===== src/rtl/packet_assembler_pkg.sv =====
// packet_assembler_pkg
//   Shared definitions for the UART command packet framer and the
//   downstream packet decoder: framing bytes, FSM state encoding and
//   the layout of the payload byte.
package packet_assembler_pkg;

    localparam logic [7:0] PKT_HEADER       = 8'hFF;
    localparam logic [7:0] PKT_FOOTER       = 8'hFF;
    localparam logic [7:0] PKT_STOP_PAYLOAD = 8'h00;

    typedef enum logic [1:0] {
        IDLE     = 2'd0,
        WAIT_PAY = 2'd1,
        WAIT_FTR = 2'd2
    } pa_state_e;

    // Payload byte layout: data[7:4], y[3:2], x[1:0].
    typedef struct packed {
        logic [3:0] data;
        logic [1:0] y;
        logic [1:0] x;
    } payload_t;

    function automatic logic [23:0] make_frame(input logic [7:0] payload);
        return {PKT_HEADER, payload, PKT_FOOTER};
    endfunction

endpackage


===== src/rtl/packet_assembler_cycle_timeout.sv =====
// cycle_timeout
//   Counts enabled cycles and flags expiry on the cycle the count has
//   reached LIMIT-1. A clear in the same cycle suppresses the expiry.
// Ports
//   clk      in   system clock
//   reset    in   synchronous, active-high
//   clear    in   restart the count from zero
//   enable   in   count while high; count is held at zero while low
//   expired  out  combinational, high for the cycle the limit is reached
module cycle_timeout #(
    parameter int unsigned LIMIT = 16
) (
    input  logic clk,
    input  logic reset,
    input  logic clear,
    input  logic enable,
    output logic expired
);

    localparam int unsigned CNT_W = (LIMIT > 1) ? $clog2(LIMIT) : 1;
    localparam logic [CNT_W-1:0] LAST = CNT_W'(LIMIT - 1);

    logic [CNT_W-1:0] count_q;
    logic [CNT_W-1:0] count_d;

    assign expired = enable && !clear && (count_q == LAST);

    // Restart after expiry so the next enabled period starts from zero.
    always_comb begin
        count_d = count_q + 1'b1;
        if (clear || !enable || expired) begin
            count_d = '0;
        end
    end

    always_ff @(posedge clk) begin
        if (reset) begin
            count_q <= '0;
        end else begin
            count_q <= count_d;
        end
    end

endmodule


===== src/rtl/packet_assembler.sv =====
// packet_assembler
//   Frames the UART receiver byte stream into {HEADER, payload, FOOTER}
//   packets and presents the last good packet to the decoder. Resyncs on
//   garbage, times out stalled frames and forces a stop frame when no good
//   packet has arrived for LINK_TIMEOUT_CYCLES.
// Ports
//   clk             in   system clock
//   reset           in   synchronous, active-high
//   rx_byte         in   received byte, valid when rx_valid=1
//   rx_valid        in   one-cycle strobe per byte
//   received_bytes  out  last good frame, or stop frame after link loss
//   packet_valid    out  one-cycle pulse when a good frame is loaded
//   frame_error     out  one-cycle pulse on footer mismatch
//   timeout_error   out  one-cycle pulse on inter-byte timeout
//   link_ok         out  high while good packets keep arriving
//   error_count     out  saturating count of frame/timeout errors
module packet_assembler
    import packet_assembler_pkg::*;
#(
    parameter int unsigned TIMEOUT_CYCLES      = 50_000,
    parameter int unsigned LINK_TIMEOUT_CYCLES = 25_000_000,
    parameter int unsigned ERR_CNT_W           = 8
) (
    input  logic                 clk,
    input  logic                 reset,
    input  logic [7:0]           rx_byte,
    input  logic                 rx_valid,
    output logic [23:0]          received_bytes,
    output logic                 packet_valid,
    output logic                 frame_error,
    output logic                 timeout_error,
    output logic                 link_ok,
    output logic [ERR_CNT_W-1:0] error_count
);

    pa_state_e            state_q, state_d;
    payload_t             payload_q, payload_d;
    logic [23:0]          received_q, received_d;
    logic                 packet_valid_q, packet_valid_d;
    logic                 frame_error_q, frame_error_d;
    logic                 timeout_error_q, timeout_error_d;
    logic                 link_ok_q, link_ok_d;
    logic [ERR_CNT_W-1:0] error_count_q, error_count_d;

    logic good_packet;
    logic byte_timeout;
    logic link_expired;

    // Kept outside the FSM process so the link timer clear does not form a
    // combinational path back through that process.
    assign good_packet = (state_q == WAIT_FTR) && rx_valid && (rx_byte == PKT_FOOTER);

    cycle_timeout #(.LIMIT(TIMEOUT_CYCLES)) u_byte_timer (
        .clk     (clk),
        .reset   (reset),
        .clear   (rx_valid),
        .enable  (state_q != IDLE),
        .expired (byte_timeout)
    );

    cycle_timeout #(.LIMIT(LINK_TIMEOUT_CYCLES)) u_link_timer (
        .clk     (clk),
        .reset   (reset),
        .clear   (good_packet),
        .enable  (link_ok_q),
        .expired (link_expired)
    );

    // A byte arriving on the expiry cycle takes priority: the timer sees the
    // clear and never reports expiry, so only the byte path acts.
    always_comb begin
        state_d         = state_q;
        payload_d       = payload_q;
        received_d      = received_q;
        packet_valid_d  = 1'b0;
        frame_error_d   = 1'b0;
        timeout_error_d = 1'b0;
        link_ok_d       = link_ok_q;
        error_count_d   = error_count_q;

        case (state_q)
            IDLE: begin
                if (rx_valid && (rx_byte == PKT_HEADER)) begin
                    state_d = WAIT_PAY;
                end
            end
            WAIT_PAY: begin
                if (rx_valid) begin
                    payload_d = payload_t'(rx_byte);
                    state_d   = WAIT_FTR;
                end else if (byte_timeout) begin
                    timeout_error_d = 1'b1;
                    state_d         = IDLE;
                end
            end
            WAIT_FTR: begin
                if (rx_valid) begin
                    if (good_packet) begin
                        received_d     = make_frame(payload_q);
                        packet_valid_d = 1'b1;
                    end else begin
                        frame_error_d = 1'b1;
                    end
                    state_d = IDLE;
                end else if (byte_timeout) begin
                    timeout_error_d = 1'b1;
                    state_d         = IDLE;
                end
            end
            default: begin
                state_d = IDLE;
            end
        endcase

        // Expiry is already masked by the timer clear when a good packet lands.
        if (good_packet) begin
            link_ok_d = 1'b1;
        end else if (link_expired) begin
            link_ok_d  = 1'b0;
            received_d = make_frame(PKT_STOP_PAYLOAD);
        end

        if ((frame_error_d || timeout_error_d) && (error_count_q != '1)) begin
            error_count_d = error_count_q + 1'b1;
        end
    end

    always_ff @(posedge clk) begin
        if (reset) begin
            state_q         <= IDLE;
            payload_q       <= '0;
            received_q      <= '0;
            packet_valid_q  <= 1'b0;
            frame_error_q   <= 1'b0;
            timeout_error_q <= 1'b0;
            link_ok_q       <= 1'b0;
            error_count_q   <= '0;
        end else begin
            state_q         <= state_d;
            payload_q       <= payload_d;
            received_q      <= received_d;
            packet_valid_q  <= packet_valid_d;
            frame_error_q   <= frame_error_d;
            timeout_error_q <= timeout_error_d;
            link_ok_q       <= link_ok_d;
            error_count_q   <= error_count_d;
        end
    end

    assign received_bytes = received_q;
    assign packet_valid   = packet_valid_q;
    assign frame_error    = frame_error_q;
    assign timeout_error  = timeout_error_q;
    assign link_ok        = link_ok_q;
    assign error_count    = error_count_q;

endmodule


===== config.mk =====
export PLATFORM = sky130hd
export DESIGN_NAME = packet_assembler
export DESIGN_NICKNAME = d
export VERILOG_FILES = /design/src/rtl/packet_assembler_pkg.sv /design/src/rtl/packet_assembler_cycle_timeout.sv /design/src/rtl/packet_assembler.sv
export SDC_FILE = /design/constraint.sdc
export NUM_CORES = 1
export LEC_CHECK = 0
export ABC_AREA = 1
export CAP_MARGIN = 10
export CORE_MARGIN = 4
export CORE_UTILIZATION = 50
export DETAILED_ROUTE_END_ITERATION = 16
export PLACE_DENSITY_LB_ADDON = 0.3
export SYNTH_ARGS = -nofsm -noshare
export SYNTH_HDL_FRONTEND = slang
export SYNTH_SLANG_ARGS = --single-unit

===== constraint.sdc =====
create_clock -name clk -period 4.8 [get_ports clk]
set_input_delay 0.72 -clock clk [delete_from_list [all_inputs] [get_ports clk]]
set_output_delay 0.72 -clock clk [all_outputs]
set_load 0.1 [all_outputs]

**Word level (Yosys, flattened, before mapping)**

Index checks and enable logic that the tools add are counted.

- Bits in registers: 87
- Input bits: 11
- Output and inout port bits: 36
- Logic and storage cells: 68

- Add/sub/neg operators: 3
- Equal/unequal tests: 7
- Multiplexer cells: 19
- Bitwise gates (word level): 2
- Reduce and logical (&&, ||, !) cells: 25

Operators with widths:

| operator | number |
|---|---|
| $mux 24 | 5 |
| $add 25x1->25 const B | 1 |
| $eq 25x25->1 const B | 1 |
| $add 16x1->16 const B | 1 |
| $eq 16x16->1 const B | 1 |
| $mux 1 | 9 |
| $add 8x1->8 const B | 1 |
| $eq 8x8->1 const B | 1 |
| $logic_and 1x1->1 | 8 |
| $mux 2 | 4 |
| $ne 8x8->1 const B | 1 |
| $pmux 2 s3 | 1 |
| $reduce_or 2->1 | 3 |
| $logic_or 1x1->1 | 5 |
| $logic_not 1->1 | 4 |
| $reduce_bool 2->1 | 2 |
| $reduce_or 3->1 | 1 |
| $eq 2x1->1 const B | 1 |
| $eq 2x2->1 const B | 1 |
| $logic_not 2->1 | 1 |
| $ne 2x2->1 const B | 1 |
| $not 1->1 | 2 |
| $reduce_and 2->1 | 1 |

**Logic depth before layout (Yosys ltp)**

Gate-level depths: netlist of run 1.

- Depth after elaboration: 8
- Gate-level depth with buffers: 10
- Gate-level depth less buffers: 9

**Hierarchy**

Synthesis of run 1 repeated with hierarchy kept, for this count alone.

- Cells, all modules: 590
- Area, all modules: 4214.0 µm²

Modules (own cells, without submodules):

| module | instances | cells an instance | area each (µm²) | seq. area each (µm²) |
|---|---|---|---|---|
| packet_assembler | 1 | 253 | 2010.7 | 920.9 |
| cycle_timeout at u_link_timer | 1 | 208 | 1342.5 | 500.5 |
| cycle_timeout at u_byte_timer | 1 | 129 | 860.8 | 320.3 |

**Worst setup path after synthesis of run 1**

Ideal clock, no wire load.

- Path kind: reg-to-reg
- Start: register error_count_q[0] (netlist: error_count[0])
- End: register error_count_q[6] (netlist: error_count[6])
- Setup time: 0.074 ns
- Data arrival time: 2.193 ns
- Data required time: 4.726 ns
- Slack: 2.533 ns
- Stages on the path, launching flop included: 8
- Path buffers: 0
- Clock period less this slack: 2.267 ns
- Path through: dfxtp_1 ha_1 nand3_1 nor2_1 nand3_2 nand2_2 nand2_1 a21oi_1

- Word-level cells in the longest chain between the ends: 2
- Elaborated cells between the ends (all ways): 3
- Those cells by class: add/sub (1); eq/ne (1); reduce/logical (1)

Ends and longest elaborated chain:

| element | line | source |
|---|---|---|
| from (decl) | packet_assembler.sv:43 | `logic [ERR_CNT_W-1:0] error_count_q, error_count_d;` |
| from (signal assigned) | packet_assembler.sv:146 | `error_count_q <= error_count_d;` |
| branches (longest 2 deep; another with $add 8x1->8) | - |  |

Several ways; the timed one is not identified.
A chain may end at the register's enable or synchronous reset.

**Final worst setup path of run 1**

- Start: register error_count_q[6] (netlist: error_count[6])
- End: output error_count[6]

RTL lines:

| element | line | source |
|---|---|---|
| to (decl) | packet_assembler.sv:33 | `output logic [ERR_CNT_W-1:0] error_count` |

No word-level cell between the ends.

==> summary.txt, run 1 <==
STA
  • Unrepaired setup endpoints after global routing: no
  • Post-Route Setup TNS: 0 ps
  • Slew margin rel.: 0.332
  • Period utilisation layout: 0.567
  • Minimum clock period: 2720 ps
  • Final setup margin: 2080 ps
  • Final Max Tran Viols: 0
  • Fmax: 368 MHz
  • Min Hold Slack: 451 ps
  • Max Clock Skew: around 22 ps
  • Worst-Margin Slew: 998 ps
  • Final Hold Fails: 0
  • Final setup vio count: 0

Layout
  • Net count reported at finish: 620
  • Register area: approximately 1700 sq um
  • Post-route insts no fill: just over 700
  • ANT cells: 0
  • Fill cells: between 700 and 800
  • Share of cells above drive strength 1: 0.132
  • Area occupied by multi-input gates: ~2100 sq um
  • Syn-to-layout area delta: 18.4%
  • Post-Route Utilization: 0.620

Logic synthesis
  • Mapped cell area: around 4100 sq um
  • Top_reg_cell synth: dfxtp_1
  • Cells taking the most area after synthesis: dfxtp_1, nand2_1, nor2_1, inv_1, nand3_1
  • Post-synth EDFFs: 0
  • Net Count, Synth: between 500 and 600
  • Top-count cell post-synth: nand2_1
  • Yosys warns: 0
  • Count of cell types in the netlist: 38
  • List of most frequent post-synthesis cells: nand2_1, dfxtp_1, nor2_1
  • Post-Syn Instances: 557
  • Seq/Total Area, Yosys: 0.421
  • Area share of the largest cell type after synthesis: 0.421
  • Avg Cell Area, Syn: ~7.4 sq um
  • Largest area contributor in the netlist: dfxtp_1
  • Flops & latches, synth: 87
  • Ys async rst share: 0

Worst setup path
  • Worst-path cell chain: clkdlybuf4s50_1
  • Worst path bufs/invs: 1
  • CP Depth: 1
  • Delay-heaviest family, CP: buffers and inverters
  • Worst path max stage delay: roughly 1200 ps
  • Critical path fanouts, max: 6
  • Reg2reg path depth: 6
  • CP Class: register to output pin
  • Slowest CP cell: clkdlybuf4s50_1
  • Crit path capture type: output pin
  • WP data arrival: roughly 2000 ps
  • Crit path launch type: register
  • Worst Path Required: 4080 ps

Place
  • Port bufs: 46
  • Setup slack at placement: between 1500 and 2000 ps
  • HPWL after DPL: roughly 6.2 mm
  • GPL Wtd Cong: 0.836
  • # placed instances: ~690

Clocking
  • Longest Clk Path Bufs: 2
  • Insertion delay to the later sink of the worst-skew pair: 360 ps
  • Post-CTS Hold Fix Bufs: 0
  • Clock Sink Count: 87
  • Post-cts sizing count: 0
  • Worst-path clk slew: approximately 90 ps
  • Htree depth: 3
  • Clock root cell: clkbuf_8
  • CTS Buf Count: 9
  • CTS tree: built
  • Post-CTS setup buffers: 0

Drt
  • Post-route DRC: 0
  • Iteration-0 DRC Markers: around 180
  • Total wire length: between 8 and 9 mm
  • Vias per cell: between 5 and 6
  • Avg WL per Cell: 12.1 um
  • Post-detailed-route count of antenna-violating nets: 0
  • TritonRoute pass-1 iters: 5
  • Routed vias: roughly 3.6k

Hold path
  • Hold depth: 1
  • Hold Path Class: register to register

Die
  • Row count: 32
  • Initial Util: 0.524
  • Die area: 9790 sq um
  • Die width: about 99 um
  • Die Ht: slightly below 100 um
  • Core Area: 7890 sq um
  • IO Pins: between 40 and 50

Global route
  • Grt met3 use: 0.0276
  • First-pass GRT wire length: between 15 and 20 mm
  • Pin count of the biggest net entering global routing: 38
  • Grt met2 use: 0.317
  • Initial antenna violation count: 0
  • GR Util All Layers: 0.183
  • Met1 Usage GRT: 0.228
  • Grt ovf: 0
  • Busiest grt layer: met2
  • Vias in the first global route: around 3.4k

Pwr
  • Leak: 1.73 nW
  • Worst VDD drop: between 0.15 and 0.2 mV
  • P per Cell Area: between 200 and 300 nW/um^2

Run status
  • Run status: finished clean

Run
  • Max-cap viol count: 0
## registers in the layout, summed over array words and instances, names as in the netlist
| register | count |
|---|---|
| received_bytes | 24 |
| error_count | 8 |
| packet_valid | 1 |
| link_ok | 1 |
| payload_q | 8 |
| frame_error | 1 |
| u_link_timer.count_q | 25 |
| timeout_error | 1 |
| state_q | 2 |
| u_byte_timer.count_q | 16 |
## cell usage in the layout, fill, tap and decap left out, types with 2 or more instances in the layout
cell	netlist	layout
nand2_2	5	5
a21oi_1	31	31
xor2_1	11	11
clkbuf_8	0	10
nor3_1	14	14
nor2_2	7	7
nand2_4	2	2
a31oi_1	2	2
inv_1	61	61
or2_2	18	18
nand4_1	14	14
ha_1	7	7
clkinv_4	0	2
nor3_2	2	2
bufinv_16	0	2
or2_0	2	2
dfxtp_1	87	87
o21bai_1	2	2
clkdlybuf4s50_1	0	46
nor2_1	79	79
o21ai_0	17	17
a21oi_2	17	17
inv_2	4	4
nor2_4	2	2
nand3_2	3	3
or2_1	3	3
xnor2_1	8	8
nand2_1	102	102
nand3_1	36	36
## power by group
group	switching, mW	internal, mW
sequential	0.00197	0.725
clock	0.271	0.315
combinational	0.0253	0.0153
## stage by stage
| stage | power, mW | cell area (sq um) |
|---|---|---|
| final | 1.35 | 4890 |
| after global routing | 1.40 | 4890 |
| after CTS | 1.37 | 4890 |
| after detailed placement | 0.784 | 4650 |
| after global placement | 0.783 | 4650 |
| after floorplan | 0.768 | 4130 |
## layer usage
metal | up-vias | share of wire
li1 | 1872 | -
met1 | 1621 | 0.46
met2 | 77 | 0.48
met3 | 13 | 0.038
met4 | 0 | 0.016
met5 | - | 0
## final cells by class
cell class,count,area share
timing repair buffer,47,0.0956
clock buffer,10,0.0281
inverter,66,0.0509
multi-input combinational,391,0.422
sequential,87,0.356
clock inverter,6,0.0210
tap,102,0.0261
## path summary, 6_finish.rpt
kind                                                          from                                   to  slack (ps)
worst min-delay path            u_byte_timer.count_q[0]$_SDFF_PP0_   u_byte_timer.count_q[0]$_SDFF_PP0_         450
worst max-delay path                   error_count[6]$_SDFFE_PP0P_                       error_count[6]        2080
worst max register to register             state_q[0]$_SDFFE_PP0P_  u_byte_timer.count_q[12]$_SDFF_PP0_        2950
worst min register to register  u_byte_timer.count_q[0]$_SDFF_PP0_   u_byte_timer.count_q[0]$_SDFF_PP0_         450
## cell families (layout without fill, tap and decap cells)
logic type,Yosys count,after routing,synth area share
simple gates,294,294,0.334
fa+ha+maj,7,7,0.0212
flops,87,87,0.421
buf+inv,79,129,0.0787
compound gates,71,71,0.104
xor+xnor,19,19,0.0403
No activity file was read; power rests on OpenSTA's default activity.
==> run 2: changes to the inputs <==
- clock period: 4.8 -> 2.5 ns (I/O delays scaled with it)
==> run 2 against run 1 <==
Sequential power rose by 93%; routed wire length barely moved; total power rose by 86%; cell count rose by 0.14%; global-route usage fell by 0.26 points; via count rose by 0.14%; die area did not move; register-to-register slack got worse by 2200 ps; utilization fell by 1.4 points; critical endpoint is now error_count[3]$_SDFFE_PP0P_; highest routed layer unchanged.
==> summary.txt, run 2 (synthesis gave the netlist of run 1 again) <==
Run status
  • Run status: finished clean

STA
  • Final setup vio count: 0
  • Final Hold Fails: 0
  • Unrepaired setup endpoints after global routing: no
  • Worst-Margin Slew: 465 ps
  • Final setup margin: about 700 ps
  • Period utilisation layout: 0.719
  • Fmax: 556 MHz
  • Final Max Tran Viols: 0
  • Minimum clock period: roughly 1800 ps
  • Slew margin rel.: 0.687
  • Post-Route Setup TNS: 0 ps
  • Max Clock Skew: 14.2 ps

Clocking
  • Htree depth: 3
  • Worst-path clk slew: approximately 100 ps
  • CTS tree: built
  • Clock Sink Count: 87
  • Post-cts sizing count: 0
  • CTS Buf Count: 9
  • Insertion delay to the later sink of the worst-skew pair: between 300 and 400 ps
  • Post-CTS setup buffers: 0
  • Post-CTS Hold Fix Bufs: 0
  • Longest Clk Path Bufs: 2
  • Clock root cell: clkbuf_8

Die
  • Initial Util: 0.524
  • Die area: slightly below 10,000 sq um
  • Core Area: 7890 sq um
  • Row count: 32
  • IO Pins: 47
  • Die width: slightly below 100 um
  • Die Ht: between 90 and 100 um

Layout
  • ANT cells: 0
  • Most frequent cells in the layout: nand2_1, dfxtp_1, nor2_1
  • Number of flip-flops in the largest register: 25
  • Commonest non-fill, non-tap cell in the layout: nand2_1
  • Post-route insts no fill: 710
  • Share of cells above drive strength 1: 0.192
  • Reg with most FFs: u_link_timer.count_q
  • Fill cells: just over 700
  • Net count reported at finish: a little over 600
  • Syn-to-layout area delta: 15.8%

Run
  • Max-cap viol count: 0

Drt
  • Iteration-0 DRC Markers: 141
  • Routed vias: around 3.6k
  • Total wire length: roughly 8.6 mm
  • Vias per cell: around 5
  • Avg WL per Cell: about 12 um
  • Post-detailed-route count of antenna-violating nets: 0
  • TritonRoute pass-1 iters: 4
  • Post-route DRC: 0

Place
  • Port bufs: between 40 and 50
  • Setup slack at placement: between 300 and 400 ps
  • GPL Wtd Cong: 0.841
  • # placed instances: just under 700
  • HPWL after DPL: a little over 6 mm

Pwr
  • P per Cell Area: 527 nW/um^2
  • Leak: between 1.5 and 2 nW
  • Worst VDD drop: between 0.3 and 0.4 mV

Hold path
  • Hold depth: 2
  • Worst hold endpoint: payload_q[4]$_SDFFE_PP0P_
  • Min-delay src: payload_q[4]$_SDFFE_PP0P_
  • Hold Path Class: register to register

Worst setup path
  • Reg2reg path depth: 8
  • Worst R2R Setup Slack: ~700 ps
  • WP data arrival: 2030 ps
  • CP Class: register to register
  • Crit path capture type: register
  • Worst Path Required: 2730 ps
  • Worst r2r src: u_byte_timer.count_q[0]$_SDFF_PP0_
  • Crit Reg-Reg Endpoint: error_count[3]$_SDFFE_PP0P_
  • Crit path launch type: register
  • Critical path fanouts, max: 10

Global route
  • Initial antenna violation count: 0
  • Vias in the first global route: 3,298
  • Grt ovf: 0
  • Pin count of the biggest net entering global routing: 37
  • GR Util All Layers: 0.181
  • First-pass GRT wire length: roughly 15 mm
-- run 2: changes by cell type in the layout (fill, tap and decap cells not counted), sizes merged --
cell,change
clkinv,-1
inv,+2
bufinv,-1
clkbuf,-1
clkdlybuf4s50,-36
buf,+37
clkinvlp,+1
-- run 2: per-stage QoR --
| step | hold slack (ps) | power [mW] | utilization | cell area, sq um |
|---|---|---|---|---|
| 2_1_floorplan | 417 | 1.48 | - | 4130 |
| 3_5_place_dp | 440 | 1.51 | 0.579 | 4570 |
| 6_report | 453 | 2.52 | 0.607 | 4790 |
| 4_1_cts | 456 | 2.55 | 0.607 | 4790 |
| 3_3_place_gp | 426 | 1.51 | 0.579 | 4570 |
| 5_1_grt | 486 | 2.62 | 0.607 | 4790 |
-- run 2: where the power goes --
group	switching (mW)	internal (mW)	leakage, nW
registers	0.00373	1.39	0.700
logic	0.0492	0.0298	0.986
clock network	0.562	0.486	0.105
total	0.615	1.91	1.79
-- run 2: routing by layer --
| layer | vias up | share of wire | GRT usage |
|---|---|---|---|
| li1 | 1870 | - | - |
| met1 | 1643 | 0.48 | 0.235 |
| met2 | 63 | 0.46 | 0.286 |
| met3 | 12 | 0.042 | 0.0467 |
| met4 | 0 | 0.016 | 0.0704 |
| met5 | - | 0 | 0 |
-- run 2: worst max-delay path by stage --
stage | to | from | slack, ps
6_report | error_count[3]$_SDFFE_PP0P_ | u_byte_timer.count_q[0]$_SDFF_PP0_ | 700
5_1_grt | error_count[7]$_SDFFE_PP0P_ | u_byte_timer.count_q[0]$_SDFF_PP0_ | 520
4_1_cts | error_count[7]$_SDFFE_PP0P_ | u_byte_timer.count_q[0]$_SDFF_PP0_ | 700
3_5_place_dp | received_bytes[12]$_SDFF_PP0_ | rx_byte[0] | 370
3_3_place_gp | received_bytes[8]$_SDFF_PP0_ | rx_byte[0] | 440
2_1_floorplan | error_count[6]$_SDFFE_PP0P_ | error_count[0]$_SDFFE_PP0P_ | 230
-- run 2: layout make-up --
type,count,area [sq um],share of cell area
Clock inverter,7,91.3,0.0191
Clock buffer,9,124,0.0259
Sequential cell,87,1740,0.364
Tap cell,102,128,0.0267
Timing Repair Buffer,48,385,0.0805
Multi-Input combinational cell,391,2070,0.432
Inverter,66,249,0.0520
-- run 2: critical path, cell delays in order, from the launching register on --
cell and delay [ps]:
dfxtp_1 360, ha_1 190, nand3_1 180, nor2_1 200
nand4_1 190, nand2_2 250, nand2_2 150, nand2_1 90
a21oi_1 60
==> run 3: changes to the inputs <==
- clock period: 2.5 -> 1.45 ns (I/O delays scaled with it)
==> run 3 against run 2 <==
The flow now finishes with violations (setup timing); global-route usage up 4.0 points; combinational power rose to 3.1 times the previous value; count of clock-buffer cells in the layout up 1; worst hold slack better by 25 ps; die area unchanged; sequential power up 71%; cell count up 14%; fmax up 15%; clock power up 51%; routed wire length up 74%; first-iteration DRC count up 140%; sequential share of layout area down 9.8 points.
==> summary.txt, run 3 (synthesis gave the netlist of run 1 again) <==
Die
  • Die Ht: between 90 and 100 um
  • Core Area: 7890 sq um
  • IO Pins: 47
  • Initial Util: 0.524
  • Die area: between 9000 and 10,000 sq um
  • Row count: 32
  • Die width: slightly below 100 um

Run status
  • Failing checks: setup timing
  • Run status: finished with violations

STA
  • Slew margin rel.: 0.740
  • Post-Route Setup TNS: -3760 ps
  • Minimum clock period: around 1600 ps
  • Fmax: 640 MHz
  • Final Hold Fails: 0
  • Final setup margin: -111 ps
  • Period utilisation layout: 1.08
  • Max Clock Skew: between 20 and 25 ps
  • Worst-Margin Slew: a little under 400 ps
  • Final Max Tran Viols: 0
  • Unrepaired setup endpoints after global routing: yes
  • Final setup vio count: between 60 and 70

Hold path
  • Worst hold endpoint: u_byte_timer.count_q[15]$_SDFF_PP0_
  • Min-delay src: u_byte_timer.count_q[15]$_SDFF_PP0_
  • Hold depth: 2
  • Hold Path Class: register to register

Global route
  • Pin count of the biggest net entering global routing: 25
  • GR Util All Layers: 0.221
  • Grt ovf: 0
  • Vias in the first global route: approximately 4.0k
  • First-pass GRT wire length: roughly 18 mm
  • Initial antenna violation count: 0

Clocking
  • CTS Buf Count: 9
  • Clock Sink Count: 87
  • Clock root cell: clkbuf_8
  • Insertion delay to the later sink of the worst-skew pair: between 300 and 400 ps
  • Worst-path clk slew: around 90 ps
  • Longest Clk Path Bufs: 2
  • Htree depth: 3
  • CTS tree: built

Worst setup path
  • Crit path launch type: register
  • Reg2reg path depth: 10
  • Worst path max stage delay: roughly 330 ps
  • Crit path capture type: register
  • Worst R2R Setup Slack: -110 ps
  • Worst r2r src: state_q[0]$_SDFFE_PP0P_
  • Worst Path Required: 1750 ps
  • Slowest CP cell: dfxtp_2
  • WP data arrival: between 1500 and 2000 ps
  • Worst-path cell chain: inv_2 > buf_6 > ha_4 > nand4_4 > nand2_4 > inv_4 > nand2_8 > buf_12 > nand2_2 > nor2_2
  • Critical path fanouts, max: 8
  • Crit Reg-Reg Endpoint: received_bytes[11]$_SDFF_PP0_
  • CP Class: register to register

Layout
  • ANT cells: 0
  • Fill cells: around 360
  • Commonest non-fill, non-tap cell in the layout: nand2_1
  • Share of cells above drive strength 1: 0.489
  • Net count reported at finish: just over 700
  • Reg with most FFs: u_link_timer.count_q
  • Number of flip-flops in the largest register: 25
  • Syn-to-layout area delta: 63.2%
  • Final instance area: 6750 sq um
  • Most frequent cells in the layout: nand2_1, buf_4, dfxtp_1

Drt
  • Total wire length: ~15 mm
  • Routed vias: 4,604
  • Vias per cell: 5.70
  • Avg WL per Cell: between 15 and 20 um
  • TritonRoute pass-1 iters: 5
  • Post-route DRC: 0
  • Post-detailed-route count of antenna-violating nets: 0
  • Iteration-0 DRC Markers: 336

Place
  • Setup slack at placement: -355 ps
  • Port bufs: 46
  • GPL Wtd Cong: 0.921
  • HPWL after DPL: just under 8 mm
  • Area after DPL: approximately 5700 sq um

Pwr
  • Leak: 2.45 nW
  • Worst VDD drop: between 0.4 and 0.5 mV
  • P per Cell Area: roughly 630 nW/um^2

Run
  • Max-cap viol count: 0
-- run 3: worst max path at each step --
| stage | end | from | cells after the start | slack, ps |
|---|---|---|---|---|
| 5_1_grt | received_bytes[12]$_SDFF_PP0_ | rx_byte[2] | 8 | -210 |
| 4_1_cts | received_bytes[11]$_SDFF_PP0_ | state_q[0]$_SDFFE_PP0P_ | 10 | -30 |
| 6_report | received_bytes[11]$_SDFF_PP0_ | state_q[0]$_SDFFE_PP0P_ | 10 | -110 |
| 3_3_place_gp | state_q[0]$_SDFFE_PP0P_ | rx_byte[5] | 9 | -280 |
| 2_1_floorplan | error_count[7]$_SDFFE_PP0P_ | error_count[0]$_SDFFE_PP0P_ | 7 | -70 |
| 3_5_place_dp | state_q[1]$_SDFFE_PP0P_ | rx_byte[1] | 9 | -360 |
-- run 3: power breakdown --
part           internal (mW)  total, mW  switching [mW]
clock network          0.634       1.59           0.959
logic                  0.102      0.241           0.140
registers               2.39       2.40         0.00865
total                   3.12       4.23            1.11
-- run 3: final cells by class --
cell class	instances	area, sq um	area share
multi-input cells	395	2720	0.403
clock inverters	6	45.0	0.00668
well taps	102	128	0.0189
clock buffers	10	128	0.0189
inverters	66	272	0.0402
flip-flops and latches	87	1800	0.266
repair buffers	142	1660	0.246
-- run 3: critical path, delay by kind of cell, from the launching register on --
kind,cells,cell delay (ps)
adders and majority gates,1,160
buffers and inverters,4,400
and+or+nand+nor,5,590
DFF,1,330
-- run 3: routing by layer --
metal	GRT usage	wire length (um)	up-vias
met5	0	0	-
met4	0.0557	639	0
met3	0.0460	961	70
met2	0.383	7630	238
met1	0.279	5710	2224
li1	-	-	2072
-- run 3: metrics by stage --
stage / util / instances / power (mW) / hold slack, ps
floorplan: - / 557 / 2.53 / 377
detailed placement: 0.723 / 769 / 2.64 / 441
global route: 0.855 / 808 / 4.33 / 507
global placement: 0.723 / 769 / 2.63 / 434
finish: 0.855 / 808 / 4.23 / 478
CTS: 0.763 / 788 / 4.15 / 455
-- run 3: timing repair --
action                                  4_1_cts  5_1_grt
hold buffers                                  0        0
pin swaps                                     9       34
buffers inserted                              2       14
gates cloned                                  1        6
endpoints found under the setup margin       62       73
gates resized for setup                      34      164
